## config.mk

```make
export PLATFORM = sky130hd
export DESIGN_NAME = time_base_ctrl
export DESIGN_NICKNAME = d
export VERILOG_FILES = /design/src/rtl/time_base_ctrl.sv
export SDC_FILE = /design/constraint.sdc
export NUM_CORES = 1
export LEC_CHECK = 0
export CORE_UTILIZATION = 54
export DETAILED_ROUTE_END_ITERATION = 8
export GPL_ROUTABILITY_DRIVEN = 0
export PLACE_DENSITY = 0.84
export SYNTH_ARGS = -nofsm -noshare
export SYNTH_HDL_FRONTEND = slang
export SYNTH_SLANG_ARGS = --single-unit
export TNS_END_PERCENT = 50
```

## constraint.sdc

```tcl
create_clock -name clk -period 3.45 [get_ports clk]
set_input_delay 0.5175 -clock clk [delete_from_list [all_inputs] [get_ports clk]]
set_output_delay 0.5175 -clock clk [all_outputs]
set_load 0.03 [all_outputs]
```

## src/rtl/time_base_ctrl.sv

```systemverilog
// Time-base control block: double-buffered divide registers, restart sequencer
// and accum interrupt/overrun tracking. All outputs come straight from flops.
module time_base_ctrl #(
  parameter logic [23:0] DEF_TIC   = 24'h3D08FF,
  parameter logic [23:0] DEF_ACCUM = 24'h4E1F
) (
  input  logic        clk,
  input  logic        rst,
  input  logic        wr_en,
  input  logic [1:0]  wr_sel,
  input  logic [23:0] wr_data,
  input  logic        pre_tic_enable,
  input  logic        accum_enable,
  input  logic        accum_ack,
  output logic [23:0] tic_divide,
  output logic [23:0] accum_divide,
  output logic        tb_rstn,
  output logic [1:0]  pending,
  output logic        accum_int,
  output logic        accum_overrun,
  output logic [7:0]  overrun_count
);

  typedef enum logic [1:0] {RUN = 2'd0, RST1 = 2'd1, RST2 = 2'd2} state_e;

  state_e      state_q, state_d;
  logic [23:0] tic_shadow_q, tic_shadow_d;
  logic [23:0] acc_shadow_q, acc_shadow_d;
  logic [23:0] tic_div_q, tic_div_d;
  logic [23:0] acc_div_q, acc_div_d;
  logic [1:0]  pending_q, pending_d;
  logic        int_q, int_d;
  logic        ovr_q, ovr_d;
  logic [7:0]  ovr_cnt_q, ovr_cnt_d;
  logic        tb_rstn_q, tb_rstn_d;

  logic wr_tic, wr_acc, wr_ctrl;
  logic clr_req, force_req, restart_req, enter_rst1;
  logic commit_tic, commit_acc, ovr_event;

  assign wr_tic      = wr_en && (wr_sel == 2'd0);
  assign wr_acc      = wr_en && (wr_sel == 2'd1);
  assign wr_ctrl     = wr_en && (wr_sel == 2'd2);
  assign clr_req     = wr_ctrl && wr_data[0];
  assign force_req   = wr_ctrl && wr_data[1];
  assign restart_req = wr_ctrl && wr_data[2];
  assign enter_rst1  = (state_q == RUN) && restart_req;

  always_comb begin
    state_d = state_q;
    case (state_q)
      RUN:     if (restart_req) state_d = RST1;
      RST1:    state_d = RST2;
      RST2:    state_d = RUN;
      default: state_d = RUN;
    endcase
  end

  // Commits always move the shadow value held before this edge, so a write
  // landing on a commit edge is kept for the next commit opportunity.
  assign commit_tic = pending_q[0] && (pre_tic_enable || force_req || enter_rst1);
  assign commit_acc = pending_q[1] && (accum_enable || force_req || enter_rst1);
  assign ovr_event  = accum_enable && int_q && !accum_ack;

  always_comb begin
    tic_shadow_d = tic_shadow_q;
    acc_shadow_d = acc_shadow_q;
    tic_div_d    = tic_div_q;
    acc_div_d    = acc_div_q;
    pending_d    = pending_q;
    int_d        = int_q;
    ovr_d        = ovr_q;
    ovr_cnt_d    = ovr_cnt_q;
    tb_rstn_d    = (state_d == RUN);

    if (commit_tic) begin
      tic_div_d    = tic_shadow_q;
      pending_d[0] = 1'b0;
    end
    if (wr_tic) begin
      tic_shadow_d = wr_data;
      pending_d[0] = 1'b1;
    end

    if (commit_acc) begin
      acc_div_d    = acc_shadow_q;
      pending_d[1] = 1'b0;
    end
    if (wr_acc) begin
      acc_shadow_d = wr_data;
      pending_d[1] = 1'b1;
    end

    if (accum_enable)   int_d = 1'b1;
    else if (accum_ack) int_d = 1'b0;

    // An overrun on the same edge as a clear wins and restarts the count at 1.
    if (ovr_event) begin
      ovr_d     = 1'b1;
      ovr_cnt_d = clr_req ? 8'd1 : ((ovr_cnt_q == 8'hFF) ? 8'hFF : ovr_cnt_q + 8'd1);
    end else if (clr_req) begin
      ovr_d     = 1'b0;
      ovr_cnt_d = 8'd0;
    end
  end

  always_ff @(posedge clk) begin
    if (rst) begin
      state_q      <= RST1;
      tic_shadow_q <= DEF_TIC;
      acc_shadow_q <= DEF_ACCUM;
      tic_div_q    <= DEF_TIC;
      acc_div_q    <= DEF_ACCUM;
      pending_q    <= 2'b00;
      int_q        <= 1'b0;
      ovr_q        <= 1'b0;
      ovr_cnt_q    <= 8'd0;
      tb_rstn_q    <= 1'b0;
    end else begin
      state_q      <= state_d;
      tic_shadow_q <= tic_shadow_d;
      acc_shadow_q <= acc_shadow_d;
      tic_div_q    <= tic_div_d;
      acc_div_q    <= acc_div_d;
      pending_q    <= pending_d;
      int_q        <= int_d;
      ovr_q        <= ovr_d;
      ovr_cnt_q    <= ovr_cnt_d;
      tb_rstn_q    <= tb_rstn_d;
    end
  end

  assign tic_divide    = tic_div_q;
  assign accum_divide  = acc_div_q;
  assign tb_rstn       = tb_rstn_q;
  assign pending       = pending_q;
  assign accum_int     = int_q;
  assign accum_overrun = ovr_q;
  assign overrun_count = ovr_cnt_q;

endmodule
```

==> impl_metrics.ini <==
[run_status]
outcome = complete, no violations

[global_routing]
antenna_found_initial = 0
grt_pass1_vias = 3271
grtUsageTotal_pct = 22.8
grt_max_degree = 89
grt_pass1_wl_mm = 15.4
overflow = 0

[clock_network]
clock_sinks = 111
clk_pin_slew_ps = 100
ctsResizeCount = 0
cts_setup_buffers = 0
numCtsBuffers = 9
clockBufferDepth = 2
htreeDepth = 3
worstSkewPairLatency_ps = 360
root_buffer = clkbuf_8
cts_tree = yes
hold_buffers = 0

[logic_synthesis]
ys_top_cells_by_count = dfxtp_1, nand2_1, nor2_1
synth.most_common_cell = dfxtp_1
netlist_area_um2 = 4410
syn_nets = 527
yosysTopAreaCellShare_pct = 50.3
synth_warnings = 0
async_reset_ff_share_pct = 0
yosys.area.top_type = dfxtp_1
synth_area_per_cell_um2 = 8.94
ys_seq_area_share_pct = 50.3
ys_seq_elements = 111
postSynthCellCount = 494
synth_area_leaders = dfxtp_1, mux2i_1, nand2_1, nand2b_1, nor2_1
synth_edf_count = 0
synth_cell_type_count = 32
synth-main-ff-cell = dfxtp_1

[critical_path]
path_max_fanout = 24
timing.rr.start = state_q[0]$_SDFF_PP1_
rrSetupSlack_ps = 1610
critPathCapture = tic_divide[6]$_SDFFE_PP1P_
worstPathCellList = clkdlybuf4s50_1 -> nand3b_1 -> nor4b_4 -> o31a_2 -> mux2i_1
worstSetupPathType = in -> reg
worst_setup_path_end_kind = flip-flop
cpPeakStageDelay_ps = 750
cp.depth = 5
reg2reg_to = tic_divide[6]$_SDFFE_PP1P_
crit_required_ps = 3730
worstRegToRegCells = 3
critPathArrivalTime_ps = 2660
path_buf_inv = 1
path_delay_family = compound AO/OA/AOI/OAI gates
startpoint_type = input port
cp-startpoint = wr_sel[1]
crit_path_top_delay_cell = o31a_2

[sta]
hold_viol = 0
fmax_ghz = 0.420
fin_hold_ws_ps = 463
min_period_ps = 2380
setup_violations = 0
drv_slew = 0
min_period_over_period_pct = 69.0
worst_slew_pin_slew_ps = 830
rsz0062_at_grt = false
tns_ps = 0
fin_skew_ps = 13.6
slew_headroom_pct = 44.7

[final_layout]
antenna_cells = 0
syn_to_final_growth_pct = 24.6
finish.net_count = 602
final_layout_size_suffix_gt1_share_pct = 5.57

[power_and_ir_drop]
power.density_nw_per_um2 = 406
power_leakage_nw = 1.95
vdd_ir_drop_max_uv = 205

[routing]
ant_nets = 0
drt-wirelength-per-cell_um = 14.0
drt-total-wl_mm = 9.46
vias_per_cell = 5.21
drc_errors = 0
vias = 3521
drt_first_pass_iters = 4
drt_iter0_drc = 156

[flow_run]
maxCapViolations = 0

[floorplanning]
pin_count = 93
die_h_um = 92.4
initial_core_util_pct = 56.5
die_w_um = 92.4
dieArea_um2 = 8540
core_area_um2 = 7810
rows = 32

[hold_path]
hold_class = reg -> reg
holdCritStartpoint = tic_shadow_q[9]$_SDFFE_PP0P_

[placed_design]
port_buffers = 92
dpl.hpwl_mm = 6.34
## where the power goes
| part | internal (mW) | switching [mW] |
|---|---|---|
| Combinational | 0.0904 | 0.101 |
| Sequential | 1.31 | 0.0182 |
| Clock | 0.271 | 0.439 |
| Total | 1.67 | 0.558 |
## layer usage
layer	up-vias	GRT usage (%)	wire length, um
li1	1766	-	-
met1	1675	29.3	4370
met2	72	38.3	4600
met3	8	3.53	398
met4	0	8.59	90
met5	-	0	0
## stage by stage
| stage | utilization [%] | cells | setup slack, ps | total power, mW | cell area (um2) |
|---|---|---|---|---|---|
| CTS | 70.4 | 676 | 1070 | 2.25 | 5500 |
| finish | 70.4 | 676 | 1070 | 2.23 | 5500 |
| global route | 70.4 | 676 | 960 | 2.31 | 5500 |
| detailed placement | 68.1 | 660 | 707 | 1.55 | 5320 |
| floorplan | - | 494 | 1780 | 1.47 | 4410 |
| global placement | 68.1 | 660 | 834 | 1.55 | 5320 |
## worst min path at each step
stage / endpoint / slack, ps / depth (start not counted)
global placement: tic_shadow_q[23]$_SDFFE_PP0P_ / 440 / 2
CTS: acc_shadow_q[22]$_SDFFE_PP0P_ / 460 / 2
detailed placement: acc_shadow_q[22]$_SDFFE_PP0P_ / 450 / 2
floorplan: acc_shadow_q[1]$_SDFFE_PP1P_ / 440 / 1
finish: tic_shadow_q[9]$_SDFFE_PP0P_ / 460 / 2
global route: acc_shadow_q[6]$_SDFFE_PP0P_ / 490 / 2
## area by class of cell
| cell class | count | area [um2] |
|---|---|---|
| fillers | 626 | 2310 |
| well taps | 102 | 128 |
| inverters | 3 | 11.3 |
| clock inverters | 7 | 55.1 |
| clock buffers | 9 | 124 |
| multi-input cells | 347 | 2000 |
| repair buffers | 97 | 956 |
| flip-flops and latches | 111 | 2220 |
## registers in the layout, indices dropped and copies added, names as in the netlist, 2 cells and up
name           flops
tic_shadow_q      24
overrun_count      8
pending            2
acc_shadow_q      24
tic_divide        24
accum_divide      24
state_q            2
## logic make-up after synthesis
| family | synth area share, % |
|---|---|
| mux | 10.9 |
| compound gates | 5.22 |
| flops | 50.3 |
| simple gates | 28.8 |
| buf+inv | 4.45 |
| fa+ha+maj | 0.283 |
## placed cells by master (no fill, tap or decap), types with 2 or more instances in the layout
cell type / instances
dfxtp_1: 111
nand2_1: 99
clkdlybuf4s50_1: 91
nor2_1: 56
nand2b_1: 51
mux2i_1: 48
a21oi_1: 33
nand3b_1: 24
clkbuf_8: 9
nor3_1: 8
buf_4: 6
inv_1: 3
nand3_1: 3
or2_2: 2
o31a_2: 2
a31oi_1: 2
nor4_1: 2
or4b_2: 2
clkinv_2: 2
clkinv_4: 2
## worst register-to-register path, cell delays in order (launching register included)
cell and delay (ps):
dfxtp_1 360, nor4b_4 370, o31a_2 750, mux2i_1 290
Note: power is estimated with default switching activity, not from simulation.
